--- src/rtl/otter_uart_tx.sv ---
`default_nettype none
//==============================================================================
// Module   : otter_uart_tx
// Brief    : Memory-mapped 8N1 UART transmitter for the OTTER MCU IO bus.
//            Bus stores to DATA are queued in a TX FIFO and serialised LSB
//            first. STATUS and DIV are readable on IOBUS_IN. INTR pulses for
//            one cycle when the last queued frame has finished.
// Revision : 1.0 - initial release
//==============================================================================
module otter_uart_tx #(
    parameter logic [31:0] BASE_ADDR   = 32'h1100_0100,
    parameter int          FIFO_DEPTH  = 8,
    parameter logic [15:0] DEFAULT_DIV = 16'd868
) (
    input  logic        CLK,
    input  logic        RST_N,
    input  logic [31:0] IOBUS_ADDR,
    input  logic [31:0] IOBUS_OUT,
    input  logic        IOBUS_WR,
    output logic [31:0] IOBUS_IN,
    output logic        TX,
    output logic        INTR
);

    localparam int          c_AW          = $clog2(FIFO_DEPTH);
    localparam int          c_CW          = $clog2(FIFO_DEPTH + 1);
    localparam logic [c_CW-1:0] c_FULL_COUNT = c_CW'(FIFO_DEPTH);
    localparam logic [31:0] c_ADDR_DATA   = BASE_ADDR;
    localparam logic [31:0] c_ADDR_STATUS = BASE_ADDR + 32'd4;
    localparam logic [31:0] c_ADDR_DIV    = BASE_ADDR + 32'd8;
    localparam logic [15:0] c_MIN_DIV     = 16'd2;

    localparam logic [1:0]  c_ST_IDLE     = 2'd0;
    localparam logic [1:0]  c_ST_START    = 2'd1;
    localparam logic [1:0]  c_ST_DATA     = 2'd2;
    localparam logic [1:0]  c_ST_STOP     = 2'd3;

    // FIFO state
    logic [7:0]      r_mem [FIFO_DEPTH];
    logic [c_AW-1:0] r_wptr;
    logic [c_AW-1:0] r_rptr;
    logic [c_CW-1:0] r_count;
    logic            r_ovf;
    logic [15:0]     r_div;

    // Transmitter state
    logic [1:0]      r_state;
    logic [15:0]     r_bcnt;
    logic [2:0]      r_bit;
    logic [7:0]      r_shift;
    logic [15:0]     r_div_q;
    logic            r_tx;
    logic            r_intr;

    // Next-state values from the transmitter FSM
    logic [1:0]      w_state_next;
    logic [15:0]     w_bcnt_next;
    logic [2:0]      w_bit_next;
    logic [7:0]      w_shift_next;
    logic [15:0]     w_div_q_next;
    logic            w_tx_next;
    logic            w_intr_next;
    logic            w_pop;

    logic            w_push_req;
    logic            w_push_ok;
    logic            w_stat_wr;
    logic            w_div_wr;
    logic            w_empty;
    logic            w_full;
    logic            w_busy;
    logic            w_boundary;
    logic [7:0]      w_head;
    logic [3:0]      w_count_sat;
    logic            w_unused;

    assign w_push_req = IOBUS_WR && (IOBUS_ADDR == c_ADDR_DATA);
    assign w_stat_wr  = IOBUS_WR && (IOBUS_ADDR == c_ADDR_STATUS);
    assign w_div_wr   = IOBUS_WR && (IOBUS_ADDR == c_ADDR_DIV);
    assign w_empty    = (r_count == '0);
    assign w_full     = (r_count == c_FULL_COUNT);
    // A push into a full FIFO still lands if the FSM frees a slot on the same edge.
    assign w_push_ok  = w_push_req && (!w_full || w_pop);
    assign w_busy     = (r_state != c_ST_IDLE);
    assign w_boundary = (r_bcnt == 16'd0);
    assign w_head     = r_mem[r_rptr];
    assign w_unused   = &{1'b0, IOBUS_OUT[31:16]};

    assign TX   = r_tx;
    assign INTR = r_intr;

    // FIFO storage; contents are don't-care while count says empty, so no reset.
    always_ff @(posedge CLK) begin
        if (w_push_ok) begin
            r_mem[r_wptr] <= IOBUS_OUT[7:0];
        end
    end

    // FIFO pointers, occupancy and the sticky overflow flag.
    always_ff @(posedge CLK or negedge RST_N) begin
        if (!RST_N) begin
            r_wptr  <= '0;
            r_rptr  <= '0;
            r_count <= '0;
            r_ovf   <= 1'b0;
        end else begin
            if (w_push_ok) begin
                r_wptr <= r_wptr + c_AW'(1);
            end
            if (w_pop) begin
                r_rptr <= r_rptr + c_AW'(1);
            end
            case ({w_push_ok, w_pop})
                2'b10:   r_count <= r_count + c_CW'(1);
                2'b01:   r_count <= r_count - c_CW'(1);
                default: r_count <= r_count;
            endcase
            if (w_push_req && w_full && !w_pop) begin
                r_ovf <= 1'b1;
            end else if (w_stat_wr) begin
                r_ovf <= 1'b0;
            end
        end
    end

    // Baud divisor register; values below 2 cannot time a bit and are clamped.
    always_ff @(posedge CLK or negedge RST_N) begin
        if (!RST_N) begin
            r_div <= DEFAULT_DIV;
        end else if (w_div_wr) begin
            r_div <= (IOBUS_OUT[15:0] < c_MIN_DIV) ? c_MIN_DIV : IOBUS_OUT[15:0];
        end
    end

    // Transmitter state register; TX returns high the instant reset asserts.
    always_ff @(posedge CLK or negedge RST_N) begin
        if (!RST_N) begin
            r_state <= c_ST_IDLE;
            r_bcnt  <= 16'd0;
            r_bit   <= 3'd0;
            r_shift <= 8'd0;
            r_div_q <= DEFAULT_DIV;
            r_tx    <= 1'b1;
            r_intr  <= 1'b0;
        end else begin
            r_state <= w_state_next;
            r_bcnt  <= w_bcnt_next;
            r_bit   <= w_bit_next;
            r_shift <= w_shift_next;
            r_div_q <= w_div_q_next;
            r_tx    <= w_tx_next;
            r_intr  <= w_intr_next;
        end
    end

    // Frame sequencing: start bit, 8 data bits LSB first, stop bit, with the
    // next queued byte launched straight from the stop boundary.
    always_comb begin
        w_state_next = r_state;
        w_bcnt_next  = r_bcnt;
        w_bit_next   = r_bit;
        w_shift_next = r_shift;
        w_div_q_next = r_div_q;
        w_tx_next    = r_tx;
        w_intr_next  = 1'b0;
        w_pop        = 1'b0;
        case (r_state)
            c_ST_IDLE: begin
                w_tx_next = 1'b1;
                if (!w_empty) begin
                    w_pop        = 1'b1;
                    w_shift_next = w_head;
                    w_div_q_next = r_div;
                    w_bcnt_next  = r_div - 16'd1;
                    w_tx_next    = 1'b0;
                    w_state_next = c_ST_START;
                end
            end
            c_ST_START: begin
                w_bcnt_next = r_bcnt - 16'd1;
                if (w_boundary) begin
                    w_bcnt_next  = r_div_q - 16'd1;
                    w_tx_next    = r_shift[0];
                    w_shift_next = {1'b0, r_shift[7:1]};
                    w_bit_next   = 3'd0;
                    w_state_next = c_ST_DATA;
                end
            end
            c_ST_DATA: begin
                w_bcnt_next = r_bcnt - 16'd1;
                if (w_boundary) begin
                    w_bcnt_next = r_div_q - 16'd1;
                    if (r_bit == 3'd7) begin
                        w_tx_next    = 1'b1;
                        w_state_next = c_ST_STOP;
                    end else begin
                        w_tx_next    = r_shift[0];
                        w_shift_next = {1'b0, r_shift[7:1]};
                        w_bit_next   = r_bit + 3'd1;
                    end
                end
            end
            c_ST_STOP: begin
                w_bcnt_next = r_bcnt - 16'd1;
                if (w_boundary) begin
                    if (!w_empty) begin
                        // Divisor is re-latched here so DIV writes apply per frame.
                        w_pop        = 1'b1;
                        w_shift_next = w_head;
                        w_div_q_next = r_div;
                        w_bcnt_next  = r_div - 16'd1;
                        w_tx_next    = 1'b0;
                        w_state_next = c_ST_START;
                    end else begin
                        w_tx_next    = 1'b1;
                        w_intr_next  = 1'b1;
                        w_state_next = c_ST_IDLE;
                    end
                end
            end
            default: begin
                w_tx_next    = 1'b1;
                w_state_next = c_ST_IDLE;
            end
        endcase
    end

    // Occupancy shown in STATUS saturates at 15 for deep FIFOs.
    always_comb begin
        w_count_sat = 4'(r_count);
        if (32'(r_count) > 32'd15) begin
            w_count_sat = 4'hF;
        end
    end

    // Read mux decodes the live bus address; reads have no side effects.
    always_comb begin
        IOBUS_IN = 32'd0;
        if (IOBUS_ADDR == c_ADDR_STATUS) begin
            IOBUS_IN = {24'd0, w_count_sat, r_ovf, w_empty, w_full, w_busy};
        end else if (IOBUS_ADDR == c_ADDR_DIV) begin
            IOBUS_IN = {16'd0, r_div};
        end
    end

endmodule
`default_nettype wire

--- config.mk ---
export PLATFORM = sky130hd
export DESIGN_NAME = otter_uart_tx
export DESIGN_NICKNAME = d
export VERILOG_FILES = /design/src/rtl/otter_uart_tx.sv
export SDC_FILE = /design/constraint.sdc
export NUM_CORES = 1
export LEC_CHECK = 0
export CORE_ASPECT_RATIO = 1.2
export CORE_MARGIN = 5
export CORE_UTILIZATION = 50
export CTS_CLUSTER_DIAMETER = 40
export DETAILED_ROUTE_END_ITERATION = 10
export HOLD_SLACK_MARGIN = 0.12
export PLACE_DENSITY = 0.77
export SLEW_MARGIN = 20
export SYNTH_ARGS = -nofsm -noshare
export SYNTH_HDL_FRONTEND = slang
export SYNTH_SLANG_ARGS = --single-unit
--- constraint.sdc ---
create_clock -name CLK -period 4.9 [get_ports CLK]
set_clock_uncertainty 0.15 [all_clocks]
set_input_delay 1.47 -clock CLK [delete_from_list [all_inputs] [get_ports CLK]]
set_output_delay 1.47 -clock CLK [all_outputs]
set_load 0.01 [all_outputs]
==> impl_metrics.csv, run 1 <==
group,metric,value,unit
timing,rsz0062_at_grt,"yes",
cts,cts_sinks,138,
logic_synthesis,synthArstFlopShare,53.6,%
grt,track_usage,22.0,%
min_path,hp-start,"r_shift[7]",
timing,setup_tns,-1.66,ns
final_layout,drive_gt1_share,23.1,%
timing,fmax,197,MHz
placement,hpwl,12800,um
cts,insertion_delay,0.42,ns
route,wl,18500,um
power_and_ir_drop,pwr-share-seq,47.0,%
power_and_ir_drop,vdd_drop_max,0.211,mV
cts,ctsRootBufferMaster,"clkbuf_16",
power_and_ir_drop,leakage,3.74,nW
critical_path,crit_path_end_kind,"output port",
logic_synthesis,synthTopCellsByArea,"edfxtp_1, dfrtp_1, mux4_2",
grt,grt_busiest_layer,"met2",
placement,post-place-ws,-0.806,ns
grt,grt_util_met1,26.1,%
floorplan,core_area,14500,sq um
route,drc_errors,0,
critical_path,critPathMaxFanout,6,
logic_synthesis,yosysMostFrequentCell,"edfxtp_1",
route,first_iter_violations,417,
logic_synthesis,netlist_area,7410,sq um
power_and_ir_drop,p_per_area,284,nW/um^2
logic_synthesis,ys_warn_count,0,
route,via_count,5581,
grt,use_met2,39.6,%
floorplan,initial_core_util,51.2,%
cts,ctsHoldBuffers,0,
grt,met3_usage,4.80,%
min_path,hp-class,"flop to flop",
cts,cts_inserted_buffers,17,
cts,htree_num_levels,4,
timing,layout_setup_ws,-0.187,ns
logic_synthesis,yosysSeqAreaShare,51.1,%
flow_run,drv_cap,0,
timing,period_needed,5.09,ns
power_and_ir_drop,p_sw_share,24.5,%
floorplan,rows,48,
timing,slew_violations,0,
critical_path,r2r_start,"r_bcnt[0]",
placement,place.gp.congestion,0.910,
grt,antenna_found_initial,0,
power_and_ir_drop,p_total,2.58,mW
route,via_per_inst,5.91,
logic_synthesis,synthCells,640,
power_and_ir_drop,p_switching,0.630,mW
logic_synthesis,synth.top_cell.area_share,25.9,%
timing,final_hold_viol_count,0,
grt,grt_pass1_wl,30000,um
logic_synthesis,synth.distinct_cells,66,
grt,grt_pass1_vias,5783,
critical_path,startpoint,"IOBUS_ADDR[6]",
grt,grt_max_degree,75,
outcome,violations,"setup timing",
floorplan,die_w,121,um
grt,grt_overflow,0,
logic_synthesis,synthTopCellsByCount,"edfxtp_1, dfrtp_1, nor2_1",
power_and_ir_drop,p_int,1.95,mW
power_and_ir_drop,pwr-share-clk,49.6,%
timing,final.period_utilization,104,%
final_layout,final.fill_count,1076,
cts,cts_tree,"done",
critical_path,critPathArrivalTime,3.47,ns
final_layout,area_delta_synth_final,22.6,%
logic_synthesis,ys.flop_type,"edfxtp_1",
logic_synthesis,synth_seq_cells,138,
final_layout,layout.nets,815,
floorplan,die_height,143,um
timing,finalSetupViolations,16,
outcome,outcome,"finished, violations left",
logic_synthesis,synth_top_cell_by_area,"edfxtp_1",
power_and_ir_drop,combPwrFrac,3.3,%
floorplan,dieArea,17400,sq um
timing,slew_headroom,36.7,%
logic_synthesis,synth-edff-count,64,
timing,max_slew.worst_pin.slew,0.950,ns
route,dr.pass1.iters,7,
critical_path,required,3.28,ns
critical_path,crit_type,"primary input to output port",
placement,portBuffers,68,
critical_path,startpoint_type,"primary input",
route,post_drt_wl_per_cell,19.6,um
cts,clockBufferDepth,2,
final_layout,antennaDiodeCount,0,
route,ant_nets,0,
final_layout,utilization,62.8,%
logic_synthesis,syn_area_per_cell,11.6,sq um
floorplan,io_pins,101,
cts,clk_pin_slew,0.07,ns
-- power by group through the flow --
stage	combinational, mW	clock (mW)	sequential, mW
2_1_floorplan	0.0204	0	1.24
3_3_place_gp	0.0806	0	1.24
3_5_place_dp	0.0838	0	1.24
4_1_cts	0.0845	1.30	1.21
5_1_grt	0.0938	1.36	1.21
6_report	0.0860	1.28	1.21
-- area by class of cell --
type	instances	area, sq um	area share [%]
Timing Repair Buffer	103	938	10.3
Tap cell	200	250	2.75
Clock inverter	15	186	2.05
Inverter	16	60.1	0.661
Sequential cell	138	3790	41.7
Clock buffer	17	425	4.68
Multi-Input combinational cell	456	3440	37.8
-- cells by family after synthesis --
family | share of synthesized area, %
AO/OA/AOI/OAI | 9.96
XOR/XNOR | 5.08
adder cells (fa/ha/maj) | 2.80
buffers and inverters | 4.05
flip-flops | 51.1
multiplexers | 11.8
other | 0.0506
AND/OR/NAND/NOR | 15.1
-- stage by stage --
stage | instances | area (sq um) | hold slack [ns]
floorplan | 655 | 7470 | 0.299
global placement | 905 | 8370 | 0.313
detailed placement | 905 | 8370 | 0.327
CTS | 942 | 8960 | 0.341
global route | 945 | 9090 | 0.367
finish | 945 | 9090 | 0.337
-- worst max-delay path, stage by stage --
cell and delay [ns]:
buf_6 0.09, or4_4 0.53, or4b_4 0.52, nor4_4 0.19, clkbuf_16 0.18, buf_8 0.11, buf_6 0.10, a22o_1 0.14
buf_2 0.13
-- what timing repair did --
item                       4_1_cts  5_1_grt
setup buffers                    5        3
pin swaps                        6        7
resized for setup               87       23
setup endpoints to repair       16       16
-- sequential cells by signal, summed over array words and instances, names as in the netlist --
signal   cells
INTR         1
TX           1
r_bcnt      16
r_bit        3
r_count      4
r_div       16
r_div_q     16
r_mem       64
r_ovf        1
r_rptr       3
r_shift      8
r_state      2
r_wptr       3
-- layer usage --
| layer | routed length [um] | vias up |
|---|---|---|
| met5 | 0 | - |
| li1 | - | 2545 |
| met4 | 432 | 0 |
| met2 | 9710 | 222 |
| met1 | 7330 | 2768 |
| met3 | 1070 | 46 |
-- cell usage in the layout (no fill, tap or decap), types with 15 or more instances in the layout --
cell	count
mux4_2	16
buf_4	32
dfrtp_1	62
nor2_1	49
a21oi_1	29
nor4_1	19
o21ai_0	25
clkbuf_16	18
xnor2_1	20
xor2_1	23
mux2_2	27
nand2_1	45
clkdlybuf4s50_1	38
ha_1	15
inv_1	16
edfxtp_1	64
conb_1	16
nor3_1	19
-- worst paths after layout --
check                                    to  slack, ns  cells past startpoint
worst max-delay path            IOBUS_IN[7]      -0.19                      9
worst min-delay path             r_shift[7]       0.34                      2
worst max register to register   r_count[3]       1.37                     13
worst min register to register   r_shift[7]       0.34                      2
max in group asynchronous         r_rptr[0]       2.88                      1
min in group asynchronous        r_count[0]       1.03                      1
Power figures use the tool's default switching activity.
==> inputs of run 2 (changes only) <==
--- a/config.mk
+++ b/config.mk
@@ -12,7 +12,6 @@
 export DETAILED_ROUTE_END_ITERATION = 10
 export HOLD_SLACK_MARGIN = 0.12
 export PLACE_DENSITY = 0.77
-export SLEW_MARGIN = 20
 export SYNTH_ARGS = -nofsm -noshare
 export SYNTH_HDL_FRONTEND = slang
 export SYNTH_SLANG_ARGS = --single-unit
==> run 2 against run 1 <==
The flow still finishes with violations (setup timing). Critical path depth is the same. Sequential share of layout area is essentially flat. Cell area is essentially flat. Worst setup slack gained 0.0030 ns. Critical path type unchanged. Critical endpoint unchanged.
==> impl_metrics.csv, run 2 (same netlist as run 1, synthesis figures left out) <==
group,metric,value,unit
placement,placed_cell_area,8370,sq um
route,drc_errors,0,
final_layout,top_register,"r_mem",
cts,cts_tree,"done",
timing,setup_tns,-1.64,ns
grt,antenna_found_initial,0,
placement,post-place-ws,-0.806,ns
critical_path,r2r-end,"r_count[3]",
route,via_per_inst,5.89,
route,dr.pass1.iters,5,
cts,cts_sinks,138,
critical_path,cp_num_cells,9,
critical_path,path_buf_inv,5,
final_layout,layout.nets,815,
placement,portBuffers,68,
final_layout,largest_register_ff_count,64,
timing,final_hold_viol_count,0,
critical_path,crit_top_cell,"buf_6",
cts,htree_num_levels,4,
final_layout,multiInputGateArea,3440,sq um
critical_path,crit_path_end_kind,"output port",
critical_path,critPathMaxFanout,6,
timing,slew_violations,0,
grt,grt_overflow,0,
power_and_ir_drop,p_per_area,284,nW/um^2
final_layout,design_area,9080,sq um
critical_path,crit_type,"primary input to output port",
floorplan,io_pins,101,
final_layout,mostFrequentLayoutCells,"edfxtp_1, dfrtp_1, nor2_1, nand2_1, clkdlybuf4s50_1",
power_and_ir_drop,leakage,3.74,nW
timing,fmax,197,MHz
power_and_ir_drop,p_switching,0.634,mW
cts,ctsRootBufferMaster,"clkbuf_16",
critical_path,critPathArrivalTime,3.46,ns
critical_path,cp_slowest_stage_delay,0.53,ns
final_layout,register_area,3790,sq um
route,first_iter_violations,406,
floorplan,die_height,143,um
final_layout,layout_commonest_cell,"edfxtp_1",
critical_path,r2r_start,"r_bcnt[0]",
critical_path,ff2ff_path_depth,13,
floorplan,die_w,121,um
route,wl,18600,um
timing,finalSetupViolations,16,
flow_run,drv_cap,0,
cts,clockBufferDepth,2,
critical_path,startpoint_type,"primary input",
timing,whs,0.339,ns
floorplan,initial_core_util,51.2,%
power_and_ir_drop,pwr-share-seq,47.0,%
final_layout,final.fill_count,1078,
outcome,violations,"setup timing",
critical_path,rrSetupSlack,1.38,ns
timing,slew_headroom,19.0,%
critical_path,crit_end,"IOBUS_IN[7]",
floorplan,rows,48,
route,highest_layer,"met4",
route,post_drt_wl_per_cell,19.6,um
placement,placedCellCount,905,
power_and_ir_drop,p_int,1.95,mW
power_and_ir_drop,p_total,2.58,mW
critical_path,required,3.28,ns
final_layout,utilization,62.8,%
grt,grt_pass1_wl,30000,um
power_and_ir_drop,combPwrFrac,3.3,%
critical_path,crit_chain,"buf_6, or4_4, or4b_4, nor4_4, clkbuf_16, buf_8, buf_6, a22o_1, buf_2",
timing,layout_setup_ws,-0.184,ns
final_layout,drive_gt1_share,22.8,%
route,wl_met2,9800,um
timing,rsz0062_at_grt,"yes",
power_and_ir_drop,vdd_drop_max,0.210,mV
route,drt-met1-wl,7250,um
placement,place.gp.congestion,0.910,
final_layout,antennaDiodeCount,0,
critical_path,critical-path-top-delay-family,"simple AND/OR/NAND/NOR gates",
grt,grt_pass1_vias,5783,
floorplan,core_area,14500,sq um
route,ant_nets,0,
power_and_ir_drop,p_sw_share,24.6,%
timing,final.period_utilization,104,%
final_layout,stdcell_count,945,
outcome,outcome,"finished, violations left",
route,via_count,5569,
cts,cts_inserted_buffers,17,
final_layout,area_delta_synth_final,22.6,%
timing,period_needed,5.08,ns
floorplan,dieArea,17400,sq um
cts,insertion_delay,0.42,ns
route,route.met3.wl,1150,um
grt,grt_max_degree,75,
critical_path,cp_slowest_cell,"or4_4",
min_path,hp-class,"flop to flop",
critical_path,startpoint,"IOBUS_ADDR[6]",
timing,max_slew.worst_pin.slew,1.21,ns
placement,hpwl,12800,um
cts,clk_pin_slew,0.07,ns
power_and_ir_drop,pwr-share-clk,49.7,%
grt,track_usage,22.0,%
==> run 2: changes by cell type in the layout (fill, tap and decap cells not counted) <==
cell,change
dfrtp_2,-1
dfrtp_1,+1
nor2_1,+1
nor2_2,-1
==> run 2: worst min-delay path: stages, from the launching register on <==
cell,delay (ns)
dfrtp_1,0.34
nand2_1,0.05
o21ai_0,0.06
==> run 2: worst min-delay path by stage <==
stage | start | endpoint | cells after the start
after floorplan | r_shift[7] | r_shift[7] | 2
after global placement | r_shift[7] | r_shift[7] | 2
after detailed placement | r_shift[7] | r_shift[7] | 2
after CTS | r_shift[7] | r_shift[7] | 2
after global routing | r_shift[7] | r_shift[7] | 2
final | r_shift[1] | r_shift[1] | 2
==> run 2: area by class of cell <==
| type | instances | area share [%] |
|---|---|---|
| well taps | 200 | 2.75 |
| inverters | 16 | 0.661 |
| clock inverters | 15 | 2.05 |
| flip-flops and latches | 138 | 41.7 |
| repair buffers | 103 | 10.3 |
| multi-input cells | 456 | 37.8 |
| clock buffers | 17 | 4.68 |
==> run 2: per-layer routing <==
metal | vias up | GRT usage (%)
li1 | 2540 | -
met1 | 2745 | 26.1
met2 | 246 | 39.6
met3 | 38 | 4.80
met4 | 0 | 7.61
met5 | - | 0
==> run 2: power by group through the flow <==
stage               sequential (mW)  combinational, mW  clock (mW)
floorplan                      1.24             0.0204           0
global placement               1.24             0.0806           0
detailed placement             1.24             0.0838           0
CTS                            1.21             0.0845        1.30
global route                   1.21             0.0938        1.36
finish                         1.21             0.0860        1.28
==> run 2: what timing repair did <==
action / 4_1_cts / 5_1_grt
gates resized for setup: 87 / 23
hold endpoints to repair: 0 / 0
setup endpoints to repair: 16 / 16
pin swaps: 6 / 7
setup buffers: 5 / 3
hold buffers: 0 / 0
==> inputs of run 3 (changes only) <==
--- a/config.mk
+++ b/config.mk
@@ -12,6 +12,7 @@
 export DETAILED_ROUTE_END_ITERATION = 10
 export HOLD_SLACK_MARGIN = 0.12
 export PLACE_DENSITY = 0.77
+export SLEW_MARGIN = 0
 export SYNTH_ARGS = -nofsm -noshare
 export SYNTH_HDL_FRONTEND = slang
 export SYNTH_SLANG_ARGS = --single-unit
==> results of run 3 <==
The final DEF is identical to that of run 2; final timing and power are the same.
